[src/rtl/fetch_unit.sv]
// Instruction fetch stage: one-entry output slot, stable memory handshake, branch flush.
// Optional misaligned-target trap enabled by defining FETCH_ALIGN_CHECK_EN.
module fetch_unit #(
  parameter logic [31:0] RESET_PC = 32'h0000_0000
) (
  input  logic        clk,
  input  logic        rst,
  input  logic        stall_i,
  input  logic        branch_flag_i,
  input  logic [31:0] branch_target_i,
  output logic        imem_req_o,
  output logic [31:0] imem_addr_o,
  input  logic        imem_ack_i,
  input  logic [31:0] imem_rdata_i,
  output logic [31:0] if_pc_o,
  output logic [31:0] if_inst_o,
  output logic        if_valid_o,
  output logic        if_exc_o
);
  typedef enum logic [1:0] {S_IDLE = 2'd0, S_REQ = 2'd1, S_HOLD = 2'd2} state_t;

  state_t      r_state;
  logic [31:0] r_pc, r_addr, r_if_pc, r_if_inst;
  logic        r_req, r_flush, r_halt, r_if_valid, r_if_exc;

  logic        w_consume, w_free, w_tgt_mis, w_pc_mis;
  logic [31:0] w_tgt, w_pc_inc;

  assign w_consume = r_if_valid & ~stall_i;
  assign w_free    = ~r_if_valid | w_consume;
  assign w_pc_inc  = r_pc + 32'd4;

`ifdef FETCH_ALIGN_CHECK_EN
  assign w_tgt     = branch_target_i;
  assign w_tgt_mis = |branch_target_i[1:0];
  assign w_pc_mis  = |r_pc[1:0];
`else
  assign w_tgt     = branch_target_i & 32'hFFFF_FFFC;
  assign w_tgt_mis = 1'b0;
  assign w_pc_mis  = 1'b0;
`endif

  always_ff @(posedge clk) begin
    if (rst) begin
      r_state    <= S_IDLE;
      r_pc       <= RESET_PC;
      r_flush    <= 1'b0;
      r_halt     <= 1'b0;
      r_req      <= 1'b0;
      r_addr     <= '0;
      r_if_pc    <= '0;
      r_if_inst  <= '0;
      r_if_valid <= 1'b0;
      r_if_exc   <= 1'b0;
    end else begin
      if (w_consume) begin
        r_if_valid <= 1'b0;
        r_if_exc   <= 1'b0;
      end
      if (branch_flag_i) begin
        r_pc       <= w_tgt;
        r_halt     <= 1'b0;
        r_if_valid <= 1'b0;
        r_if_exc   <= 1'b0;
        if (r_state == S_REQ && !imem_ack_i) begin
          // in-flight request must finish unchanged; its word is dropped on return
          r_flush <= 1'b1;
        end else begin
          r_flush <= 1'b0;
          if (w_tgt_mis) begin
            r_state    <= S_IDLE;
            r_req      <= 1'b0;
            r_halt     <= 1'b1;
            r_if_pc    <= w_tgt;
            r_if_inst  <= '0;
            r_if_valid <= 1'b1;
            r_if_exc   <= 1'b1;
          end else begin
            r_state <= S_REQ;
            r_req   <= 1'b1;
            r_addr  <= w_tgt;
          end
        end
      end else begin
        case (r_state)
          S_IDLE: if (!r_halt) begin
            r_state <= S_REQ;
            r_req   <= 1'b1;
            r_addr  <= r_pc;
          end
          S_HOLD: if (w_free) begin
            r_state <= S_REQ;
            r_req   <= 1'b1;
            r_addr  <= r_pc;
          end
          S_REQ: if (imem_ack_i) begin
            if (r_flush) begin
              r_flush <= 1'b0;
              if (w_pc_mis) begin
                r_state    <= S_IDLE;
                r_req      <= 1'b0;
                r_halt     <= 1'b1;
                r_if_pc    <= r_pc;
                r_if_inst  <= '0;
                r_if_valid <= 1'b1;
                r_if_exc   <= 1'b1;
              end else begin
                r_addr <= r_pc;
              end
            end else if (w_free) begin
              r_if_pc    <= r_pc;
              r_if_inst  <= imem_rdata_i;
              r_if_valid <= 1'b1;
              r_if_exc   <= 1'b0;
              r_pc       <= w_pc_inc;
              r_addr     <= w_pc_inc;
            end else begin
              // slot still stalled: drop this word, pc unchanged, refetch once it drains
              r_state <= S_HOLD;
              r_req   <= 1'b0;
            end
          end
          default: r_state <= S_IDLE;
        endcase
      end
    end
  end

  assign imem_req_o  = r_req;
  assign imem_addr_o = r_addr;
  assign if_pc_o     = r_if_pc;
  assign if_inst_o   = r_if_inst;
  assign if_valid_o  = r_if_valid;
  assign if_exc_o    = r_if_exc;
endmodule

[config.mk]
export PLATFORM = sky130hd
export DESIGN_NAME = fetch_unit
export DESIGN_NICKNAME = d
export VERILOG_FILES = /design/src/rtl/fetch_unit.sv
export SDC_FILE = /design/constraint.sdc
export NUM_CORES = 1
export LEC_CHECK = 0
export CORE_UTILIZATION = 52
export DETAILED_ROUTE_END_ITERATION = 10
export PLACE_DENSITY = 0.85
export SYNTH_ARGS = -nofsm -noshare
export SYNTH_HDL_FRONTEND = slang
export SYNTH_SLANG_ARGS = --single-unit
export TNS_END_PERCENT = 100
[constraint.sdc]
create_clock -name clk -period 3.49 [get_ports clk]
set_input_delay 0.5235 -clock clk [delete_from_list [all_inputs] [get_ports clk]]
set_output_delay 0.5235 -clock clk [all_outputs]
set_load 0.01 [all_outputs]
* After elaboration in Yosys (flattened, before gate mapping)
Index checks and enable logic that the tools add are counted.
** Operators by class
- Add/sub/neg operators :: 1
- Equal/unequal tests :: 9
- Muxes and demuxes :: 40
- Bitwise logic cells :: 6
- Reductions and logical operators :: 15
** Operator list (number)
- 32-bit 2-to-1 mux :: 11
- 32-bit one-hot mux with 3 select lines :: 1
- 32-bit by 3-bit adder with 32-bit output (second input constant) :: 1
- 1-bit 2-to-1 mux :: 20
- 5-bit AND reduction :: 3
- 2-bit 2-to-1 mux :: 6
- 3-bit != test (second input constant) :: 4
- 4-bit AND reduction :: 2
- 2-bit one-hot mux with 3 select lines :: 1
- 6-bit AND reduction :: 1
- 2-bit nonzero test :: 3
- 2-bit != test (second input constant) :: 2
- 4-bit != test (second input constant) :: 1
- 1-bit NOT :: 4
- 4-bit nonzero test :: 1
- 1-bit one-hot mux with 3 select lines :: 1
- 2-bit by 1-bit == test with 1-bit output (second input constant) :: 1
- 2-bit == test (second input constant) :: 1
- 2-bit zero test :: 1
- 2-bit AND reduction :: 1
- 2-bit OR reduction :: 1
- 1-bit bitwise AND :: 1
- 1-bit logical AND :: 1
- 1-bit zero test :: 1
- 1-bit bitwise OR :: 1
** Storage, ports and cells
- Flip-flop bits (word level) :: 134
- Output and inout bits :: 99
- Word-level logic and storage cells :: 81

* Longest topological paths before layout
Gate-level depths: netlist of the first run.
- Word-level depth :: 8
- Mapped depth :: 8

* Worst setup path after synthesis of the first run
No wires, ideal clock.
- Path kind :: register -> register
- From :: reg r_pc[2]
- To :: reg r_addr[26], in the netlist imem_addr_o[26]
- Data arrival time :: 2.067 ns
- Required time :: 3.399 ns
- Setup slack :: 1.332 ns
- Stages on the path, launching flop included :: 7
- Cells stage by stage :: dfxtp_1 > ha_1 > nand3_1 > nor3_1 > nand3_1 > or4_1 > a311oi_1
** Between the ends
- Cells in the longest elaborated chain, start to end :: 6
** RTL lines
- from (decl) :: RTL line 23 : logic [31:0] r_pc, r_addr, r_if_pc, r_if_inst;
- from (signal assigned) :: RTL line 61 : r_pc <= w_tgt;
- from (signal assigned) :: RTL line 115 : r_pc <= w_pc_inc;
- 32-bit by 3-bit adder with 32-bit output :: RTL line 31 : assign w_pc_inc = r_pc + 32'd4;
- 32-bit 2-to-1 mux :: RTL line 110 : end else if (w_free) begin
- 32-bit 2-to-1 mux :: RTL line 97 : if (r_flush) begin
- 32-bit 2-to-1 mux :: RTL line 96 : S_REQ: if (imem_ack_i) begin
- 32-bit one-hot mux with 3 select lines :: RTL line 85 : case (r_state)
- 32-bit 2-to-1 mux :: RTL line 60 : if (branch_flag_i) begin
- to (signal assigned) :: RTL line 89 : r_addr <= r_pc;
- to (signal assigned) :: RTL line 94 : r_addr <= r_pc;
- to (signal assigned) :: RTL line 108 : r_addr <= r_pc;
- to (decl) :: RTL line 23
No other way between the ends. The select of a mux whose other input is x is not followed.
A chain may end at the register's enable or synchronous reset.

* Final worst setup path of the first run
- From :: reg r_pc[2]
- To :: reg r_pc[29]
** Between the ends
- Cells in the longest elaborated chain, start to end :: 6
** RTL lines (RTL line)
- 32-bit by 3-bit adder with 32-bit output :: 31
- 32-bit 2-to-1 mux :: 110
- 32-bit 2-to-1 mux :: 97
- 32-bit 2-to-1 mux :: 96
- 32-bit 2-to-1 mux :: 85
- 32-bit 2-to-1 mux :: 60
No other way between the ends. The select of a mux whose other input is x is not followed.

==> results of run 1 <==
kinds of logic after synthesis:
kind of cell               share of synthesized area
muxes                                         0.0200
xor gates and xnor gates                      0.0457
AOI/OAI and AO/OA                              0.177
adders and majority gates                    0.00204
DFF                                            0.418
and+or+nand+nor                                0.283
other                                       0.000612
buffers and inverters                         0.0527
placed cells by master (no fill, tap or decap), types with 3 or more instances in the layout:
master,instances
o21a_1,11
clkbuf_16,17
conb_1,4
a31oi_1,4
a32o_1,3
a311oi_1,7
or4b_1,3
o21ai_0,14
a211oi_1,19
nor2b_1,8
bufinv_16,4
or2_2,3
o211ai_1,6
or3_1,3
mux2i_1,10
nor3_2,3
nor2_1,60
clkdlybuf4s50_1,159
or4_1,4
nand2b_1,5
inv_1,3
a21boi_0,8
xor2_1,18
xnor2_1,14
nor3_1,18
dfxtp_1,128
a21oi_1,85
and3_1,9
clkinv_4,5
nor4_1,11
clkinv_2,3
nand4_1,25
buf_4,15
nand2_1,174
and2_1,3
nand3_1,29
state kept, by name (all words and copies together), names as in the netlist:
name         cells
if_inst_o       32
if_pc_o         30
imem_addr_o     30
r_pc            30
r_state          2
if_exc_o         1
if_valid_o       1
imem_req_o       1
r_flush          1
worst max path at each step:
stage                    start              end  cells after the start
finish                 r_pc[2]         r_pc[29]                      5
global route        r_state[0]    if_inst_o[12]                      6
CTS                    r_pc[2]         r_pc[29]                      5
detailed placement     stall_i         r_pc[29]                      5
global placement       stall_i    if_inst_o[12]                      7
floorplan              r_pc[2]  imem_addr_o[26]                      6
cells in the mapped netlist (3+ instances only):
cell / number / area (um2)
nand2b_1: 5 / 31.3
nand4_1: 25 / 156
or4b_1: 3 / 30.0
nand3_1: 29 / 145
nor4_1: 11 / 68.8
o21a_1: 11 / 82.6
a21boi_0: 8 / 60.1
dfxtp_1: 128 / 2560
a32o_1: 3 / 30.0
buf_4: 4 / 30.0
xnor2_1: 14 / 123
xor2_1: 18 / 158
nor2_1: 62 / 233
nor3_1: 18 / 90.1
nor3_2: 3 / 30.0
or4_1: 4 / 30.0
or2_2: 3 / 18.8
buf_1: 4 / 15.0
mux2i_1: 10 / 100
a31oi_1: 4 / 25.0
inv_1: 4 / 15.0
and2_1: 3 / 18.8
o211ai_1: 6 / 45.0
a211oi_1: 19 / 143
nor2b_1: 8 / 50.1
and3_1: 9 / 56.3
a311oi_1: 7 / 61.3
a21oi_1: 85 / 425
buf_2: 12 / 60.1
or3_1: 3 / 18.8
clkbuf_1: 53 / 199
o21ai_0: 14 / 70.1
nand2_1: 175 / 657
area by class of cell:
class / count / area (um2)
multi-input combinational: 592 / 3270
fill: 889 / 3090
inverter: 5 / 18.8
clock buffer: 18 / 439
sequential: 128 / 2560
clock inverter: 13 / 188
timing repair buffer: 176 / 1730
tap: 143 / 179
stage by stage:
step | hold WS (ns) | utilization
after global routing | 0.468 | 0.731
after global placement | 0.442 | 0.676
final | 0.451 | 0.731
after floorplan | 0.462 | -
after CTS | 0.454 | 0.731
after detailed placement | 0.446 | 0.676
power groups by stage:
stage / clock network [mW] / registers, mW / logic, mW
2_1_floorplan: 0 / 1.63 / 0.270
5_1_grt: 1.97 / 1.63 / 0.546
3_3_place_gp: 0 / 1.65 / 0.494
4_1_cts: 1.89 / 1.62 / 0.502
3_5_place_dp: 0 / 1.65 / 0.498
6_report: 1.87 / 1.62 / 0.503
critical path, stage by stage (launching register included):
cell and delay [ns]:
dfxtp_1 0.46, nand3_1 0.42, nor3_2 0.54, nand4b_1 0.39, or4_1 0.52, a311oi_1 0.25
routing by layer:
| layer | up-vias | wire [um] | global-route usage |
|---|---|---|---|
| li1 | 3001 | - | - |
| met1 | 2828 | 7550 | 0.380 |
| met2 | 333 | 7750 | 0.431 |
| met3 | 35 | 1480 | 0.0670 |
| met4 | 0 | 338 | 0.0978 |
| met5 | - | 0 | 0 |
==> results.json, run 1 <==
{
  "ys_warn_count": 0,
  "first_pass_iters": 5,
  "ys_types": 54,
  "die-area_um2": 12200,
  "leakage_nw": 2.95,
  "port_buffers": 161,
  "tns_ns": 0,
  "gr-total-overflow": 0,
  "antenna_found_initial": 0,
  "syn2layout_area_growth_pct": 36.8,
  "startpoint_type": "flip-flop",
  "avgViaCountPerCell": 5.76,
  "hold_end": "if_inst_o[14]",
  "clock_latency_ns": 0.41,
  "period_needed_ns": 2.68,
  "cts_made_buffers": 17,
  "finalHoldViolCount": 0,
  "start_util": 0.534,
  "cts_sinks": 128,
  "path_max_fanout": 12,
  "final_max_slew_viol_count": 0,
  "hp-class": "reg2reg",
  "synth_area_um2": 6130,
  "syn_inst": 795,
  "drc": 0,
  "postRouteAntennaNets": 0,
  "clockBufferDepth": 2,
  "wire_per_inst_um": 15.9,
  "slew_headroom": 0.332,
  "drt_iter0_drc": 638,
  "final_area_um2": 8380,
  "syn_area_per_cell_um2": 7.71,
  "dp_hpwl_mm": 11.2,
  "cts.repair.resized": 0,
  "dp.cells": 1044,
  "grt_pass1_vias": 5547,
  "worst_r2r_startpoint": "r_pc[2]",
  "grt_start_max_net_pins": 70,
  "timing.final.crit_share": 0.768,
  "fin_ws_ns": 0.810,
  "skew_ns": 0.00787,
  "drive_gt1_frac": 0.0730,
  "pre_cts_ws_ns": 0.753,
  "postCtsSetupBuffers": 0,
  "worst_ir_drop_vdd_mv": 0.304,
  "synth-async-reset-ratio": 0,
  "core-area_um2": 11500,
  "r2r-end": "r_pc[29]",
  "required_ns": 3.81,
  "p_comb_frac": 0.126,
  "status": "finished clean",
  "drt-total-wl_mm": 17.1,
  "intPower_mw": 3.01,
  "ctsRootBufferMaster": "clkbuf_16",
  "placed_cell_area_um2": 7750,
  "vias": 6197,
  "rr_worst_depth": 5,
  "fin_cells": 1075,
  "synth_edf_count": 0,
  "cp.arrival_ns": 3.00,
  "clkPwrFrac": 0.469,
  "swShare": 0.248,
  "grt_usage": 0.279,
  "num_io_pins": 168,
  "cts_tree": "done",
  "r2r_slack_ns": 0.81,
  "powerDensity_nw_per_um2": 477,
  "seq_area_frac_synth": 0.418,
  "htreeDepth": 4,
  "power_switching_uw": 993,
  "ys.flop_type": "dfxtp_1",
  "rsz0062_at_grt": "no",
  "fp.dieW_um": 111,
  "clk_pin_slew_ns": 0.06,
  "place_congestion": 0.892,
  "finalNetCount": 990,
  "antenna_cells": 0,
  "drv_cap": 0,
  "ctsHoldBuffers": 0,
  "power.total_mw": 4.00,
  "seq_power_share": 0.405,
  "die_h_um": 111,
  "hold_start": "if_inst_o[14]",
  "crit_path_end_kind": "flip-flop",
  "worstHoldPathCells": 2,
  "setup_viol": 0,
  "max_freq_mhz": 373,
  "tightest_slew_ns": 0.992,
  "worstSetupPathType": "reg2reg",
  "rows": 39,
  "grt_pass1_wl_mm": 28.0,
  "synth_seq_cells": 128
}
Power figures use the tool's default switching activity.
==> run 2: changes to the inputs <==
--- a/config.mk
+++ b/config.mk
@@ -5,9 +5,9 @@
 export SDC_FILE = /design/constraint.sdc
 export NUM_CORES = 1
 export LEC_CHECK = 0
-export CORE_UTILIZATION = 52
+export CORE_UTILIZATION = 44
 export DETAILED_ROUTE_END_ITERATION = 10
-export PLACE_DENSITY = 0.85
+export PLACE_DENSITY = 0.77
 export SYNTH_ARGS = -nofsm -noshare
 export SYNTH_HDL_FRONTEND = slang
 export SYNTH_SLANG_ARGS = --single-unit
==> constraint.sdc (replaced) <==
create_clock -name clk -period 2.4 [get_ports clk]
set_input_delay 0.36 -clock clk [delete_from_list [all_inputs] [get_ports clk]]
set_output_delay 0.36 -clock clk [all_outputs]
set_load 0.01 [all_outputs]
==> run 2 against run 1 <==
Effect of this change:
- final cell count rose by 6.4%
- routed wire length rose by 4.4%
- fmax rose by 19%
==> results.json, run 2 (synthesized netlist as in run 1, its figures left out) <==
{
  "path_max_fanout": 6,
  "required_ns": 2.71,
  "slew_headroom": 0.430,
  "hp-class": "in2reg",
  "ctsHoldBuffers": 0,
  "port_buffers": 161,
  "ctsRootBufferMaster": "clkbuf_16",
  "first_pass_iters": 5,
  "cts_tree": "done",
  "cts_sinks": 128,
  "clockBufferDepth": 2,
  "die-area_um2": 14400,
  "placed_cell_area_um2": 8080,
  "clock_latency_ns": 0.43,
  "gr-total-overflow": 0,
  "core-area_um2": 13400,
  "postRouteAntennaNets": 0,
  "powerDensity_nw_per_um2": 662,
  "power.total_mw": 5.74,
  "use_met3": 0.0547,
  "tightest_slew_ns": 0.851,
  "clk_pin_slew_ns": 0.06,
  "n_fill_cell": 1166,
  "grt_pass1_vias": 5744,
  "postCtsSetupBuffers": 0,
  "wire_per_inst_um": 15.6,
  "rsz0062_at_grt": "no",
  "largest_reg_flops": 32,
  "power_switching_mw": 1.44,
  "skew_ns": 0.00725,
  "swShare": 0.251,
  "grt_busiest_layer": "met2",
  "antenna_found_initial": 0,
  "crit_path_end_kind": "flip-flop",
  "tns_ns": 0,
  "layout_commonest_cell": "nand2_1",
  "antenna_cells": 0,
  "worst_ir_drop_vdd_mv": 0.457,
  "drv_cap": 0,
  "final_area_um2": 8670,
  "cp.arrival_ns": 2.56,
  "clkPwrFrac": 0.453,
  "num_io_pins": 168,
  "dp_hpwl_mm": 12.2,
  "syn2layout_area_growth_pct": 41.6,
  "drive_gt1_frac": 0.104,
  "avgViaCountPerCell": 5.50,
  "htreeDepth": 4,
  "fin_cells": 1144,
  "layout_common_cells": "nand2_1, clkdlybuf4s50_1, dfxtp_1",
  "intPower_mw": 4.30,
  "startpoint_type": "flip-flop",
  "seq_power_share": 0.407,
  "timing.final.crit_share": 0.936,
  "start_util": 0.457,
  "rows": 42,
  "drc": 0,
  "p_comb_frac": 0.140,
  "worstSetupPathType": "reg2reg",
  "vias": 6292,
  "cts.repair.resized": 0,
  "die_h_um": 120,
  "final_max_slew_viol_count": 0,
  "grt_start_max_net_pins": 105,
  "drt_iter0_drc": 445,
  "finalNetCount": 1025,
  "finalHoldViolCount": 0,
  "cts_made_buffers": 17,
  "drt-total-wl_mm": 17.9,
  "leakage_nw": 3.10,
  "grt_usage": 0.251,
  "use_met1": 0.336,
  "dp.cells": 1112,
  "place_congestion": 0.889,
  "grt_pass1_wl_mm": 28.7,
  "grt_util_met2": 0.390,
  "max_freq_mhz": 445,
  "fp.dieW_um": 120,
  "status": "finished clean",
  "period_needed_ns": 2.25,
  "setup_viol": 0
}
-- run 2: metal layers --
metal	wire length [um]	up-vias	share of wire
met1	7810	2895	0.44
li1	-	3085	-
met5	0	-	0
met2	8250	280	0.46
met3	1470	32	0.082
met4	352	0	0.020
-- run 2: final timing paths --
check,startpoint,to,slack [ns],depth (start not counted)
worst max-delay path,r_state[1],imem_addr_o[15],0.15,5
worst min register to register,if_inst_o[10],if_inst_o[10],0.45,2
worst max register to register,r_state[1],imem_addr_o[15],0.15,5
worst min-delay path,branch_flag_i,if_valid_o,0.20,2
-- run 2: critical path, stage by stage, from the launching register on --
cell,delay (ns)
dfxtp_1,0.36
or3b_4,0.40
or4_1,0.67
or4b_1,0.54
nand4_1,0.11
nand2_1,0.05
-- run 2: final cells by class --
cell class / count / area [um2] / area share
Clock buffer: 21 / 450 / 0.0519
Clock inverter: 11 / 139 / 0.0160
Inverter: 5 / 18.8 / 0.00216
Multi-Input combinational cell: 592 / 3270 / 0.377
Sequential cell: 128 / 2560 / 0.295
Tap cell: 176 / 220 / 0.0254
Timing Repair Buffer: 211 / 2020 / 0.233
-- run 2: stage by stage --
| stage | hold slack [ns] | setup slack (ns) | util |
|---|---|---|---|
| floorplan | 0.462 | 0.242 | - |
| global placement | 0.441 | 0.137 | 0.603 |
| detailed placement | 0.446 | 0.108 | 0.603 |
| CTS | 0.190 | 0.160 | 0.647 |
| global route | 0.198 | 0.0662 | 0.647 |
| finish | 0.203 | 0.154 | 0.647 |
-- run 2: power by group through the flow --
stage | Sequential, mW | Combinational (mW) | Clock (mW)
5_1_grt | 2.35 | 0.873 | 2.74
3_5_place_dp | 2.38 | 0.799 | 0
2_1_floorplan | 2.38 | 0.393 | 0
6_report | 2.34 | 0.804 | 2.60
3_3_place_gp | 2.38 | 0.792 | 0
4_1_cts | 2.33 | 0.805 | 2.63
==> run 3: changes to the inputs <==
--- a/config.mk
+++ b/config.mk
@@ -5,9 +5,9 @@
 export SDC_FILE = /design/constraint.sdc
 export NUM_CORES = 1
 export LEC_CHECK = 0
-export CORE_UTILIZATION = 44
+export CORE_UTILIZATION = 42
 export DETAILED_ROUTE_END_ITERATION = 10
-export PLACE_DENSITY = 0.77
+export PLACE_DENSITY = 0.74
 export SYNTH_ARGS = -nofsm -noshare
 export SYNTH_HDL_FRONTEND = slang
 export SYNTH_SLANG_ARGS = --single-unit
==> run 3 against run 2 <==
Effect of this change:
- clock-buffer cell count is 2 lower
- critical endpoint is now imem_addr_o[19]
- first-iteration DRC count is 11% lower
- fmax grew 0.59%
- register-to-register slack about the same
- highest routed layer unchanged
==> results.json, run 3 (synthesized netlist as in run 1, its figures left out) <==
{
  "setup_viol": 0,
  "grt_pass1_wl_mm": 28.8,
  "critical-path-max-stage-delay_ns": 0.69,
  "tns_ns": 0,
  "tightest_slew_ns": 0.638,
  "postRouteAntennaNets": 0,
  "intPower_mw": 4.66,
  "powerDensity_nw_per_um2": 695,
  "fin_cells": 1152,
  "wire_per_inst_um": 15.9,
  "crit_path_end_kind": "flip-flop",
  "cts_tree": "done",
  "crit_chain": "or3b_4 -> or4_1 -> or4b_1 -> nand4_1 -> nand2_1",
  "drt-total-wl_mm": 18.3,
  "final_area_um2": 8800,
  "cp_slowest_cell": "or4_1",
  "max_freq_mhz": 448,
  "leakage_nw": 3.17,
  "place_congestion": 0.881,
  "p_comb_frac": 0.132,
  "dp.cells": 1120,
  "gr-total-overflow": 0,
  "rsz0062_at_grt": "no",
  "hp-class": "in2reg",
  "status": "finished clean",
  "clkPwrFrac": 0.486,
  "startpoint_type": "flip-flop",
  "ctsHoldBuffers": 0,
  "fin_ws_ns": 0.167,
  "final_max_slew_viol_count": 0,
  "finalNetCount": 1029,
  "swShare": 0.239,
  "cp.arrival_ns": 2.55,
  "first_pass_iters": 5,
  "finalHoldViolCount": 0,
  "grt_pass1_vias": 5781,
  "cts_made_buffers": 17,
  "die-area_um2": 15100,
  "required_ns": 2.71,
  "clk_pin_slew_ns": 0.06,
  "drc": 0,
  "cp.buffers_inverters": 0,
  "crit_family": "simple AND/OR/NAND/NOR gates",
  "antenna_cells": 0,
  "grt_start_max_net_pins": 66,
  "clock_latency_ns": 0.42,
  "avgViaCountPerCell": 5.43,
  "dp_hpwl_mm": 12.4,
  "r2r_slack_ns": 0.17,
  "ctsRootBufferMaster": "clkbuf_16",
  "drv_cap": 0,
  "syn2layout_area_growth_pct": 43.7,
  "seq_power_share": 0.382,
  "drive_gt1_frac": 0.111,
  "placed_cell_area_um2": 8120,
  "path_max_fanout": 6,
  "postCtsSetupBuffers": 0,
  "core-area_um2": 14000,
  "drt_iter0_drc": 398,
  "fp.dieW_um": 123,
  "largest_reg_flops": 32,
  "pre_cts_ws_ns": 0.107,
  "start_util": 0.436,
  "whs_ns": 0.273,
  "port_buffers": 161,
  "skew_ns": 0.00828,
  "layout_common_cells": "nand2_1, clkdlybuf4s50_1, dfxtp_1",
  "period_needed_ns": 2.23,
  "antenna_found_initial": 0,
  "die_h_um": 123,
  "layout_commonest_cell": "nand2_1",
  "worstSetupPathType": "reg2reg",
  "vias": 6252,
  "grt_usage": 0.246,
  "cts_sinks": 128,
  "rows": 43,
  "clockBufferDepth": 2,
  "timing.final.crit_share": 0.930,
  "cts.repair.resized": 0,
  "power_switching_mw": 1.47,
  "worst_ir_drop_vdd_mv": 0.548,
  "num_io_pins": 168,
  "slew_headroom": 0.572,
  "htreeDepth": 4
}
-- run 3: power groups by stage --
stage	sequential [mW]	combinational (mW)	clock, mW
4_1_cts	2.33	0.811	3.02
3_5_place_dp	2.38	0.805	0
3_3_place_gp	2.38	0.799	0
2_1_floorplan	2.38	0.393	0
6_report	2.34	0.810	2.98
5_1_grt	2.35	0.883	3.11
-- run 3: path summary, 6_finish.rpt --
check	startpoint	end	depth (start not counted)
max	r_state[1]	imem_addr_o[19]	5
min	branch_flag_i	if_valid_o	2
max reg2reg	r_state[1]	imem_addr_o[19]	5
min reg2reg	if_inst_o[12]	if_inst_o[12]	2
-- run 3: final cells by class --
cell class | instances | area (um2)
well taps | 180 | 225
fillers | 1198 | 5240
multi-input cells | 592 | 3270
repair buffers | 215 | 2050
clock inverters | 13 | 233
inverters | 5 | 18.8
flip-flops and latches | 128 | 2560
clock buffers | 19 | 453
-- run 3: metrics by stage --
stage           util  power [mW]
2_1_floorplan      -        2.77
3_3_place_gp   0.578        3.18
3_5_place_dp   0.578        3.18
4_1_cts        0.627        6.16
5_1_grt        0.627        6.34
6_report       0.627        6.12
-- run 3: metal layers --
| metal | vias to the layer above | wire length (um) | track usage |
|---|---|---|---|
| met5 | - | 0 | 0 |
| li1 | 3094 | - | - |
| met4 | 0 | 369 | 0.107 |
| met3 | 29 | 1440 | 0.0576 |
| met1 | 2859 | 8180 | 0.316 |
| met2 | 270 | 8280 | 0.392 |
